File: config.mk
export PLATFORM = sky130hd
export DESIGN_NAME = interp_capture_bank
export DESIGN_NICKNAME = d
export VERILOG_FILES = /design/src/rtl/chest_interp_pkg.sv /design/src/rtl/sat_conv.sv /design/src/rtl/interp_capture_bank.sv
export SDC_FILE = /design/constraint.sdc
export NUM_CORES = 1
export LEC_CHECK = 0
export CAP_MARGIN = 20
export CORE_ASPECT_RATIO = 0.75
export CORE_MARGIN = 4
export CORE_UTILIZATION = 40
export CTS_BUF_LIST = sky130_fd_sc_hd__clkbuf_4
export CTS_CLUSTER_DIAMETER = 80
export DETAILED_ROUTE_END_ITERATION = 16
export MAX_ROUTING_LAYER = met4
export PLACE_DENSITY_LB_ADDON = 0.25
export SLEW_MARGIN = 30
export SYNTH_ARGS = -nofsm -noshare
export SYNTH_HDL_FRONTEND = slang
export SYNTH_SLANG_ARGS = --single-unit
File: constraint.sdc
create_clock -name clk -period 2.2 [get_ports clk]
set_input_delay 0.44 -clock clk [delete_from_list [all_inputs] [get_ports clk]]
set_output_delay 0.44 -clock clk [all_outputs]
set_load 0.05 [all_outputs]
File: src/rtl/chest_interp_pkg.sv
// ---------------------------------------------------------------------------
// chest_interp_pkg
// Shared definitions for the interpolation capture bank:
//   - state_t        : FSM state encoding (IDLE / CAPTURE / HOLD)
//   - sat_hi/sat_lo  : signed saturation bounds for a given register width
//   - width limits   : supported ranges for NUM_REG and REG_W
// ---------------------------------------------------------------------------
package chest_interp_pkg;

  typedef enum logic [1:0] {
    ST_IDLE    = 2'd0,
    ST_CAPTURE = 2'd1,
    ST_HOLD    = 2'd2
  } state_t;

  localparam int MIN_REG_W   = 8;
  localparam int MAX_REG_W   = 32;
  localparam int MAX_NUM_REG = 8;

  // Largest value representable in a w-bit two's-complement register.
  function automatic longint sat_hi(input int w);
    return (longint'(1) <<< (w - 1)) - longint'(1);
  endfunction

  // Smallest value representable in a w-bit two's-complement register.
  function automatic longint sat_lo(input int w);
    return -(longint'(1) <<< (w - 1));
  endfunction

endpackage : chest_interp_pkg

File: src/rtl/sat_conv.sv
// ---------------------------------------------------------------------------
// sat_conv
// Combinational signed width conversion from an ADD_W-bit adder result to a
// REG_W-bit stored term. Wider/equal targets sign-extend; narrower targets
// saturate to the signed range of REG_W and raise o_clip when clipping.
// Ports:
//   i_din  [ADD_W-1:0] signed input value
//   o_dout [REG_W-1:0] signed converted value
//   o_clip             1 when the input was outside the target range
// ---------------------------------------------------------------------------
module sat_conv
  import chest_interp_pkg::*;
#(
  parameter int ADD_W = 20,
  parameter int REG_W = 18
) (
  input  logic signed [ADD_W-1:0] i_din,
  output logic signed [REG_W-1:0] o_dout,
  output logic                    o_clip
);

  generate
    if (REG_W >= ADD_W) begin : g_extend
      // Size cast of a signed operand sign-extends.
      assign o_dout = REG_W'(i_din);
      assign o_clip = 1'b0;
    end else begin : g_saturate
      localparam logic signed [ADD_W-1:0] HI = ADD_W'(sat_hi(REG_W));
      localparam logic signed [ADD_W-1:0] LO = ADD_W'(sat_lo(REG_W));

      always_comb begin
        // NOTE: every output gets a default first so no path leaves it
        // unassigned, which would otherwise infer a latch.
        o_dout = i_din[REG_W-1:0];
        o_clip = 1'b0;
        if (i_din > HI) begin
          o_dout = HI[REG_W-1:0];
          o_clip = 1'b1;
        end else if (i_din < LO) begin
          o_dout = LO[REG_W-1:0];
          o_clip = 1'b1;
        end
      end
    end
  endgenerate

endmodule : sat_conv

File: src/rtl/interp_capture_bank.sv
// ---------------------------------------------------------------------------
// interp_capture_bank
// Captures NUM_REG signed interpolation terms, one per valid cycle, from one
// of two adder buses (chosen per register by SRC_MASK), converts each to
// REG_W bits and holds the complete frame until the consumer accepts it.
// Ports:
//   clk, rst            clock (rising edge), async active-low reset
//   start               begin a capture frame (honoured in IDLE / on handshake)
//   clear               synchronous abort: zero everything, back to IDLE
//   in_valid            adder results valid this cycle
//   adder1_res/2_res    signed source buses (ADD_W bits)
//   out_ready           consumer accepts the held frame
//   regs_out            register i at bits [i*REG_W +: REG_W]
//   out_valid           complete frame held
//   busy                high while capturing
//   sat_flag            sticky: a capture in this frame was clipped
// ---------------------------------------------------------------------------
module interp_capture_bank
  import chest_interp_pkg::*;
#(
  parameter int                 NUM_REG  = 3,
  parameter int                 ADD_W    = 20,
  parameter int                 REG_W    = 18,
  parameter logic [NUM_REG-1:0] SRC_MASK = NUM_REG'(3'b100)
) (
  input  logic                       clk,
  input  logic                       rst,
  input  logic                       start,
  input  logic                       clear,
  input  logic                       in_valid,
  input  logic signed [ADD_W-1:0]    adder1_res,
  input  logic signed [ADD_W-1:0]    adder2_res,
  input  logic                       out_ready,
  output logic [NUM_REG*REG_W-1:0]   regs_out,
  output logic                       out_valid,
  output logic                       busy,
  output logic                       sat_flag
);

  localparam int                 IDX_W    = (NUM_REG > 1) ? $clog2(NUM_REG) : 1;
  localparam logic [IDX_W-1:0]   LAST_IDX = IDX_W'(NUM_REG - 1);

  state_t                   r_state;
  logic [IDX_W-1:0]         r_index;
  logic signed [REG_W-1:0]  r_regs [NUM_REG];
  logic                     r_out_valid;
  logic                     r_busy;
  logic                     r_sat;

  logic signed [REG_W-1:0]  w_conv1;
  logic signed [REG_W-1:0]  w_conv2;
  logic                     w_clip1;
  logic                     w_clip2;
  logic                     w_use_src2;
  logic signed [REG_W-1:0]  w_cap_val;
  logic                     w_cap_clip;

  sat_conv #(.ADD_W(ADD_W), .REG_W(REG_W)) u_conv1 (
    .i_din  (adder1_res),
    .o_dout (w_conv1),
    .o_clip (w_clip1)
  );

  sat_conv #(.ADD_W(ADD_W), .REG_W(REG_W)) u_conv2 (
    .i_din  (adder2_res),
    .o_dout (w_conv2),
    .o_clip (w_clip2)
  );

  // Source for the register currently being filled.
  assign w_use_src2 = SRC_MASK[r_index];
  assign w_cap_val  = w_use_src2 ? w_conv2 : w_conv1;
  assign w_cap_clip = w_use_src2 ? w_clip2 : w_clip1;

  // NOTE: sequential state uses non-blocking assignments only, so every
  // register samples the pre-edge values regardless of statement order.
  always_ff @(posedge clk or negedge rst) begin
    if (!rst) begin
      r_state     <= ST_IDLE;
      r_index     <= '0;
      // NOTE: the term array is reset explicitly; a discarded frame must
      // never leak stale terms onto regs_out.
      for (int i = 0; i < NUM_REG; i++) r_regs[i] <= '0;
      r_out_valid <= 1'b0;
      r_busy      <= 1'b0;
      r_sat       <= 1'b0;
    end else if (clear) begin
      // Abort outranks start, in_valid and the output handshake.
      r_state     <= ST_IDLE;
      r_index     <= '0;
      for (int i = 0; i < NUM_REG; i++) r_regs[i] <= '0;
      r_out_valid <= 1'b0;
      r_busy      <= 1'b0;
      r_sat       <= 1'b0;
    end else begin
      case (r_state)
        ST_IDLE: begin
          if (start) begin
            r_state <= ST_CAPTURE;
            r_busy  <= 1'b1;
            r_index <= '0;
            r_sat   <= 1'b0;
          end
        end

        ST_CAPTURE: begin
          if (in_valid) begin
            r_regs[r_index] <= w_cap_val;
            if (w_cap_clip) r_sat <= 1'b1;
            if (r_index == LAST_IDX) begin
              r_state     <= ST_HOLD;
              r_out_valid <= 1'b1;
              r_busy      <= 1'b0;
              r_index     <= '0;
            end else begin
              r_index <= r_index + 1'b1;
            end
          end
        end

        ST_HOLD: begin
          if (out_ready) begin
            r_out_valid <= 1'b0;
            // Start on the accepting cycle chains frames back to back.
            if (start) begin
              r_state <= ST_CAPTURE;
              r_busy  <= 1'b1;
              r_index <= '0;
              r_sat   <= 1'b0;
            end else begin
              r_state <= ST_IDLE;
            end
          end
        end

        default: begin
          r_state     <= ST_IDLE;
          r_index     <= '0;
          r_out_valid <= 1'b0;
          r_busy      <= 1'b0;
        end
      endcase
    end
  end

  generate
    for (genvar g = 0; g < NUM_REG; g++) begin : g_pack
      assign regs_out[g*REG_W +: REG_W] = r_regs[g];
    end
  endgenerate

  assign out_valid = r_out_valid;
  assign busy      = r_busy;
  assign sat_flag  = r_sat;

endmodule : interp_capture_bank

== Yosys cells after proc, flatten, opt, wreduce, memory -nomap -nowiden ==
Cells that the tools add are included.
Widths: inputs -> output; s select.

* Flip-flop bits (word level): 61
* Bits of input ports: 46
* Output and inout bits: 57
* Word-level logic and storage cells: 85

* Add/sub/neg operators: 1
* Magnitude comparators: 7
* Equal/unequal tests: 9
* Multiplexer cells: 48
* Bitwise logic cells: 1
* Reductions and logical operators: 11

{| class="wikitable"
|+ Operators with widths
! cell !! count
|-
| $mux 54 || 3
|-
| $mux 18 || 6
|-
| $bwmux 54 || 1
|-
| $gt 20x18->1 const B || 2
|-
| $lt 20x18->1 const B || 2
|-
| $demux 18 s2 || 1
|-
| $mux 1 || 21
|-
| $mux 2 || 10
|-
| $ne 3x3->1 const B || 5
|-
| $pmux 2 s3 || 2
|-
| $reduce_and 4->1 || 3
|-
| $pmux 1 s3 || 3
|-
| $eq 2x2->1 const B || 2
|-
| $reduce_and 2->1 || 2
|-
| $reduce_bool 2->1 || 2
|-
| $reduce_bool 4->1 || 1
|-
| $ge 3x3->1 const B || 1
|-
| $lt 2x3->1 const B || 1
|-
| $lt 3x1->1 const B || 1
|-
| $not 2->3 || 1
|-
| $reduce_and 3->1 || 1
|-
| $add 2x1->2 const B || 1
|-
| $bmux 1 s2 || 1
|-
| $eq 2x1->1 const B || 1
|-
| 3 further kinds || 3
|}

== Depth between registers and ports, before layout ==
Gate-level depths: netlist of the first run.

* Depth in word-level cells: 9
* Gate-level depth with buffers: 6
* Depth with buffers taken out: 4

== Cells and area by module ==
From an unflattened synthesis of the first run, not the netlist that was laid out.

* Cells, all modules: 372
* Area total of the unflattened synthesis: 3387.0 sq um

{| class="wikitable"
|+ By module, submodules not included
! module !! times used !! cells each !! area an instance (sq um) !! seq. area each (sq um)
|-
| interp_capture_bank || 1 || 242 || 2571.2 || 1526.5
|-
| sat_conv || 2 || 65 || 407.9 || 0.0
|}

== Least setup slack after synthesis of the first run ==
OpenSTA, ideal clock, no wires.

* Path kind: input port to flip-flop
* Start point: input port adder2_res[18]
* End point: register r_sat (netlist: sat_flag)
* Setup time: 120 ps
* Data arrival time: 1382 ps
* Data required time: 2080 ps
* Setup slack: 697 ps
* Cell stages on the path: 4
* Buffers on the path: 1
* Cells stage by stage: buf_2 > or3_1 > a311o_1 > o211a_1

* Longest elaborated chain between the ends: 6
* Elaborated cells between the ends (all ways): 7
* Classes of those cells: 2 x order compare; 1 x eq/ne; 3 x mux; 1 x reduce/logical

{| class="wikitable"
|+ Ends and longest elaborated chain
! element !! line !! source
|-
| start: declaration || interp_capture_bank.sv:32 || <nowiki>input logic signed [ADD_W-1:0] adder2_res,</nowiki>
|-
| $lt 20x18->1 || sat_conv.sv:39 || <nowiki>end else if (i_din < LO) begin</nowiki>
|-
| $mux 1 || sat_conv.sv:39 ||
|-
| $mux 1 * || sat_conv.sv:36 || <nowiki>if (i_din > HI) begin</nowiki>
|-
| $mux 1 * || interp_capture_bank.sv:73 || <nowiki>assign w_cap_clip = w_use_src2 ? w_clip2 : w_clip1;</nowiki>
|-
| $ne 3x3->1 (no line) * || - ||
|-
| $reduce_and 4->1 (no line) * || - ||
|-
| end signal: assignment || interp_capture_bank.sv:86 || <nowiki>r_sat <= 1'b0;</nowiki>
|-
| end signal: assignment || interp_capture_bank.sv:94 || <nowiki>r_sat <= 1'b0;</nowiki>
|-
| end signal: assignment || interp_capture_bank.sv:102 || <nowiki>r_sat <= 1'b0;</nowiki>
|-
| end: declaration || interp_capture_bank.sv:48 || <nowiki>logic r_sat;</nowiki>
|}

Mark *: on every way between the ends. The rest lies on a longest branch, timed or not.
A chain may end at the register's enable or synchronous reset.

== Worst setup path after layout of the first run ==
* Start point: register r_sat (netlist: sat_flag)
* End point: output port sat_flag

{| class="wikitable"
|+ RTL lines
! element !! line !! source
|-
| end: declaration || interp_capture_bank.sv:37 || <nowiki>output logic sat_flag</nowiki>
|}

No word-level cell between the ends.

==> results of run 1 <==
-- cell usage in the layout, fill, tap and decap left out, drive strengths merged, types with 3 or more instances in the layout --
master         instances
nand3b                 3
a22oi                 17
clkdlybuf4s50        101
a22o                  17
o21bai                17
nand3                  3
buf                   15
clkbuf                 9
nand2                 52
inv                    5
mux2i                  5
clkinv                 5
o2bb2ai               51
nor3                   6
nor2                  42
dfrtp                 61
o21ai                  5
-- layer usage --
metal / track usage / up-vias
met4: 0.0513 / 0
li1: - / 1417
met1: 0.272 / 1393
met2: 0.277 / 78
met3: 0.0433 / 8
met5: - / -
-- power groups by stage --
stage	Combinational, mW	Clock (mW)	Sequential [mW]
2_1_floorplan	0.220	0	1.27
3_3_place_gp	0.507	0	1.19
3_5_place_dp	0.516	0	1.19
4_1_cts	0.519	0.712	1.17
5_1_grt	0.561	0.755	1.17
6_report	0.514	0.682	1.17
-- sequential cells by signal, summed over array words and instances (netlist names) --
signal / cells
regs_out: 54
sat_flag: 1
busy: 1
r_state: 2
out_valid: 1
r_index: 2
-- worst paths after layout --
check	to	cells after the start	start
min reg2reg	regs_out[1]	1	regs_out[1]
min in group asynchronous	regs_out[37]	2	rst
max	sat_flag	1	sat_flag
max in group asynchronous	r_state[1]	3	rst
max reg2reg	out_valid	4	r_index[0]
min	regs_out[1]	1	regs_out[1]
-- cell type report --
cell class                      count  area share
Sequential cell                    61       0.338
Timing Repair Buffer              117       0.259
Inverter                            5     0.00416
Clock buffer                        9      0.0150
Tap cell                          105      0.0291
Clock inverter                      7      0.0114
Multi-Input combinational cell    235       0.344
-- repair_timing --
| item | in CTS | in global routing |
|---|---|---|
| hold endpoints to repair | 20 | 0 |
| hold buffers | 1 | 0 |
| setup endpoints to repair | 0 | 0 |
-- cells by family (layout without fill, tap and decap cells) --
family                 count (synthesis)  in the layout  share of synthesized area
flip-flops                            61             61                      0.466
multiplexers                           5              5                     0.0153
buffers and inverters                 35            138                     0.0603
AO/OA/AOI/OAI                        117            117                      0.292
AND/OR/NAND/NOR                      113            113                      0.166
==> results.cfg, run 1 <==
[finish]
seq_area_um2 = 1530
antennaDiodeCount = 0
final_cell_count_no_fill = 539
multi_input_area_um2 = 1550
nNetsFinal = 475
final_cell_area_um2 = 4520
area_growth_pct = 37.8
nFillCells = 722
drive_gt1_frac = 0.104
utilization = 0.570

[clocking]
cts_made_buffers = 9
cts_tree = yes
clock_sinks = 61
htree_levels = 3
cts.path.max_buffers = 2
post_cts_resized = 0
clock_latency_ns = 0.40
clk_pin_slew_ns = 0.11
clockRootBuffer = clkbuf_4
post_cts_buffers = 0

[placement]
gp_congestion = 0.844
port_buffers = 102
place_hpwl_um = 6360
dp_slack_ns = 0.211
dpl.cell_count = 522
postPlaceCellArea_um2 = 4390

[logic_synthesis]
synth_commonest_cells = dfrtp_1 (61), nand2_1 (51), o2bb2ai_1 (50)
ys_seq_area_frac = 0.466
synth-edff-count = 0
synth.distinct_cells = 42
synth_warnings = 0
synth_area_um2 = 3280
syn_area_per_cell_um2 = 9.90
syn_nets = 377
yosysTopAreaCell = dfrtp_1
synth.most_common_cell = dfrtp_1
yosysTopAreaCellShare = 0.466
synth_area_leaders = dfrtp_1 (47%), o2bb2ai_1 (13%), nand2_1 (5.8%), a22o_1 (4.5%), nor2_1 (4.5%)
syn_inst = 331
ys_ff_latch = 61
synth_flop_cell = dfrtp_1
synthArstFlopShare = 1.00

[power]
power_mw = 2.37
p_sw_mw = 0.772
clkPwrFrac = 0.288
peakVddDrop_v = 0.000249
power_density_nw_per_um2 = 524
swShare = 0.326
seqPwrFrac = 0.494
p_leak_nw = 1.93
combinationalPowerShare = 0.217
p_int_mw = 1.59

[sta]
setup_ws_ns = 0.136
skew_ns = 0.0169
slew_viol_final = 0
worst-slew-pin-transition_ns = 0.534
rsz0062_at_grt = no
hold_ws_ns = 0.503
hold_viol_final = 0
finalCritPeriodShare = 0.938
fmax_mhz = 485
setup_viol = 0
slew_headroom = 0.643
setup-tns-final_ns = 0
min_period_ns = 2.06

[routing]
routed_wl_um = 8880
drt_iter0_markers = 137
highest_layer = met4
wire_per_inst_um = 16.5
drt-met1-wl_um = 4310
vias = 2896
wl_met3_um = 393
drc = 0
via_per_inst = 5.37
antenna_left = 0
drtPass1Iterations = 4
met2RoutedLength_um = 4080

[worst_setup_path]
cp_max_fo = 3
required_ns = 1.76
critPathTopFamily = buffers and inverters
path_buf_inv = 1
path_cells = clkdlybuf4s50_1
worstPathArrival_ns = 1.62
cpMaxStageDelayCell = clkdlybuf4s50_1
endpoint_kind = output pin
slowest_delay_ns = 0.84
crit_path_start_kind = flip-flop
path_class = reg -> out
reg2reg_slack_ns = 0.67

[run_status]
status = finished, final reports clean

[grt]
antenna_found_initial = 0
grt_util_all_layers = 0.191
grt_pass1_vias = 2759
grt_pass1_wl_um = 14400
grt_max_degree = 36
grt_remaining_overflow = 0

[floorplan]
dieArea_um2 = 9720
die_h_um = 86.4
die_x_um = 113
row_count = 28
coreArea_um2 = 7920
start_util = 0.414
ios = 103

[flow_run]
cap_violations = 0

[hold_path]
worst_hold_path_type = reg -> reg
(Power assumes the default switching activity.)
==> inputs of run 2 (changes only) <==
- ABC_CLOCK_PERIOD_IN_PS: default -> 2200
- CORE_MARGIN: 4 -> 3
==> results.cfg, run 2 (synthesis gave the netlist of run 1 again) <==
[run_status]
status = finished, final reports clean

[clocking]
clock_sinks = 61
clk_pin_slew_ns = 0.11
clockRootBuffer = clkbuf_4
htree_levels = 3
clock_latency_ns = 0.40
post_cts_buffers = 0
cts_tree = yes
cts_made_buffers = 9
cts.path.max_buffers = 2

[routing]
vias = 2969
antenna_left = 0
drt_iter0_markers = 168
drc = 0
drtPass1Iterations = 5
routed_wl_um = 8910
wire_per_inst_um = 16.6
via_per_inst = 5.53

[worst_setup_path]
crit_path_start_kind = flip-flop
cp_max_fo = 3
slowest_delay_ns = 0.84
required_ns = 1.76
critPathTopFamily = buffers and inverters
path_buf_inv = 1
cpMaxStageDelayCell = clkdlybuf4s50_1
path_class = reg -> out
worstPathArrival_ns = 1.62
endpoint_kind = output pin
path_cells = clkdlybuf4s50_1

[floorplan]
ios = 103
coreArea_um2 = 7630
start_util = 0.429
row_count = 27
die_h_um = 84.4
dieArea_um2 = 9330
die_x_um = 111

[power]
p_sw_mw = 0.770
seqPwrFrac = 0.472
power_density_nw_per_um2 = 546
p_leak_nw = 1.94
clkPwrFrac = 0.319
combinationalPowerShare = 0.209
swShare = 0.311
peakVddDrop_v = 0.000328
p_int_mw = 1.71

[finish]
nFillCells = 677
multi_input_area_um2 = 1550
seq_area_um2 = 1530
final_common_cell = clkdlybuf4s50_1
area_growth_pct = 38.5
nNetsFinal = 477
final_cell_count_no_fill = 537
final_cell_area_um2 = 4540
largest_reg_flops = 54
drive_gt1_frac = 0.108
final_cell_mix = clkdlybuf4s50_1 (101), dfrtp_1 (61), nand2_1 (51), o2bb2ai_1 (50), nor2_1 (39)
antennaDiodeCount = 0

[sta]
slew_viol_final = 0
rsz0062_at_grt = no
worst-slew-pin-transition_ns = 0.541
slew_headroom = 0.638
setup_viol = 0
fmax_mhz = 485
min_period_ns = 2.06
hold_ws_ns = 0.495
hold_viol_final = 0
finalCritPeriodShare = 0.937
setup-tns-final_ns = 0
skew_ns = 0.00701
setup_ws_ns = 0.139

[grt]
grt_pass1_wl_um = 15000
grt_max_degree = 42
grt_pass1_vias = 2912
grt_util_all_layers = 0.204
grt_remaining_overflow = 0
antenna_found_initial = 0

[placement]
postPlaceCellArea_um2 = 4390
port_buffers = 102
place_hpwl_um = 6510
gp_congestion = 0.907
dpl.cell_count = 520
dp_slack_ns = 0.155

[hold_path]
worst_hold_path_type = reg -> reg

[flow_run]
cap_violations = 0
[run 2: changes by cell type in the layout (fill, tap and decap cells not counted), sizes merged]
cell,change
buf,+2
bufinv,+1
clkinv,-2
clkinvlp,+1
[run 2: path summary, 6_finish.rpt]
check,start,endpoint,slack [ns],cells past startpoint
max in group asynchronous,rst,r_state[1],1.10,3
max reg2reg,r_index[0],out_valid,0.70,4
min,regs_out[20],regs_out[20],0.50,1
max,sat_flag,sat_flag,0.14,1
min reg2reg,regs_out[20],regs_out[20],0.50,1
min in group asynchronous,rst,regs_out[44],0.51,2
[run 2: cell type report]
cell class,instances,share of cell area
clock inverter,7,0.0165
tap,101,0.0278
timing repair buffer,119,0.258
inverter,5,0.00414
sequential,61,0.336
multi-input combinational,235,0.342
clock buffer,9,0.0149
[run 2: metrics by stage]
step	total power [mW]	utilization
3_3_place_gp	1.70	0.574
3_5_place_dp	1.71	0.574
4_1_cts	2.51	0.594
2_1_floorplan	1.49	-
5_1_grt	2.62	0.594
6_report	2.48	0.594
[run 2: metal layers]
metal | track usage | vias to the layer above | part of all wire
li1 | - | 1413 | -
met1 | 0.280 | 1443 | 0.48
met2 | 0.295 | 96 | 0.45
met3 | 0.0526 | 17 | 0.046
met4 | 0.0649 | 0 | 0.021
met5 | - | - | 0
[run 2: power by group through the flow]
| stage | Combinational [mW] | Clock, mW | Sequential, mW |
|---|---|---|---|
| after floorplan | 0.220 | 0 | 1.27 |
| after global placement | 0.507 | 0 | 1.19 |
| after detailed placement | 0.515 | 0 | 1.19 |
| after CTS | 0.518 | 0.819 | 1.17 |
| after global routing | 0.563 | 0.878 | 1.18 |
| final | 0.517 | 0.791 | 1.17 |
[run 2: what timing repair did]
item / in CTS / in global routing
hold endpoints to repair: 20 / 0
gates resized for setup: 0 / 0
hold buffers: 1 / 0
==> inputs of run 3 (changes only) <==
- CTS_BUF_LIST: sky130_fd_sc_hd__clkbuf_4 -> default
- DONT_BUFFER_PORTS: default -> 1
==> results.cfg, run 3 (synthesis gave the netlist of run 1 again) <==
[run_status]
status = finished, final reports clean

[clocking]
htree_levels = 3
clock_latency_ns = 0.34
cts.path.max_buffers = 2
cts_made_buffers = 9
clockRootBuffer = clkbuf_8
clock_sinks = 61
post_cts_buffers = 0
post_cts_resized = 0
clk_pin_slew_ns = 0.08
cts_tree = yes

[routing]
drt_iter0_markers = 135
antenna_left = 0
drtPass1Iterations = 5
via_per_inst = 5.84
routed_wl_um = 8270
drc = 0
wire_per_inst_um = 19.6
vias = 2464

[sta]
setup_viol = 0
min_period_ns = 1.66
finalCritPeriodShare = 0.755
skew_ns = 0.0147
fmax_mhz = 602
slew_viol_final = 0
slew_headroom = 0.645
hold_viol_final = 0
rsz0062_at_grt = no
setup-tns-final_ns = 0
worst-slew-pin-transition_ns = 0.533

[floorplan]
die_h_um = 84.4
start_util = 0.429
row_count = 27
die_x_um = 111
coreArea_um2 = 7630
ios = 103
dieArea_um2 = 9330

[worst_setup_path]
path_class = reg -> reg
required_ns = 2.45
worstPathArrival_ns = 1.91
slowest_delay_ns = 0.60
cp_max_fo = 18
endpoint_kind = flip-flop
path_cells = nand2_2 > nor3_4 > nand3_2 > o2bb2ai_1
crit_path_start_kind = flip-flop
cpMaxStageDelayCell = dfrtp_1

[flow_run]
cap_violations = 0

[grt]
gr-max-usage-layer = met1
antenna_found_initial = 0
grt_remaining_overflow = 0
gr-usage-met3 = 0.0677
grt_pass1_wl_um = 13400
met2_usage = 0.248
grt_pass1_vias = 2322
grt_util_all_layers = 0.186
grt_use_met1 = 0.260
grt_max_degree = 62

[power]
p_sw_mw = 0.724
seqPwrFrac = 0.476
power_density_nw_per_um2 = 754
clkPwrFrac = 0.437
peakVddDrop_v = 0.000434
p_leak_nw = 1.56
swShare = 0.274
p_int_mw = 1.92
combinationalPowerShare = 0.087

[finish]
drive_gt1_frac = 0.103
final_cell_mix = dfrtp_1 (61), nand2_1 (51), o2bb2ai_1 (50), nor2_1 (39)
final_common_cell = dfrtp_1
antennaDiodeCount = 0
largest_reg_flops = 54
area_growth_pct = 7.06
utilization = 0.460
nNetsFinal = 362

[placement]
place_hpwl_um = 5610
port_buffers = 0
gp_congestion = 0.782

[hold_path]
worst_hold_path_type = in -> reg
[run 3: power by group through the flow]
stage	Sequential, mW	Clock [mW]	Combinational (mW)
after CTS	1.26	1.19	0.233
after global routing	1.26	1.24	0.263
after detailed placement	1.28	0	0.201
after global placement	1.28	0	0.198
after floorplan	1.27	0	0.220
final	1.26	1.16	0.229
[run 3: worst max-delay path: cells and delay by family, from the launching register on]
family,cells,cell delay [ns]
and+or+nand+nor,3,0.67
DFF,1,0.60
AOI/OAI and AO/OA,1,0.29
[run 3: path summary, 6_finish.rpt]
path                            slack (ns)        from  depth (start not counted)            to
worst max-delay path                  0.54  r_state[0]                          4  regs_out[30]
worst min-delay path                  0.15       clear                          1    r_state[0]
worst max register to register        0.54  r_state[0]                          4  regs_out[30]
worst min register to register        0.74  r_index[1]                          2    r_index[1]
max in group asynchronous             1.27         rst                          2  regs_out[36]
min in group asynchronous             0.67         rst                          2   regs_out[4]
[run 3: layout make-up]
class                           count  area (um2)
Inverter                            5        18.8
Tap cell                          101         126
Sequential cell                    61        1530
Fill cell                         739        4130
Multi-Input combinational cell    235        1550
Clock inverter                      6        93.8
Clock buffer                       10         138
Timing Repair Buffer                4        52.6
[run 3: what timing repair did]
action | 4_1_cts | 5_1_grt
hold endpoints to repair | 61 | 0
endpoints found under the setup margin | 0 | 0
hold buffers | 2 | 0
[run 3: metrics by stage]
| stage | std cells | area, um2 | worst slack, ns | power [mW] | hold WS (ns) |
|---|---|---|---|---|---|
| 5_1_grt | 422 | 3510 | 0.374 | 2.77 | 0.137 |
| 3_5_place_dp | 404 | 3240 | 0.564 | 1.48 | 0.147 |
| 3_3_place_gp | 404 | 3240 | 0.627 | 1.48 | 0.146 |
| 6_report | 422 | 3510 | 0.540 | 2.64 | 0.149 |
| 4_1_cts | 422 | 3510 | 0.516 | 2.68 | 0.132 |
| 2_1_floorplan | 331 | 3280 | 0.697 | 1.49 | 0.144 |
[run 3: layer usage]
metal,wire length (um),up-vias,part of all wire
li1,-,1182,-
met1,4060,1208,0.49
met2,3490,65,0.42
met3,619,9,0.075
met4,102,0,0.012
met5,0,-,0
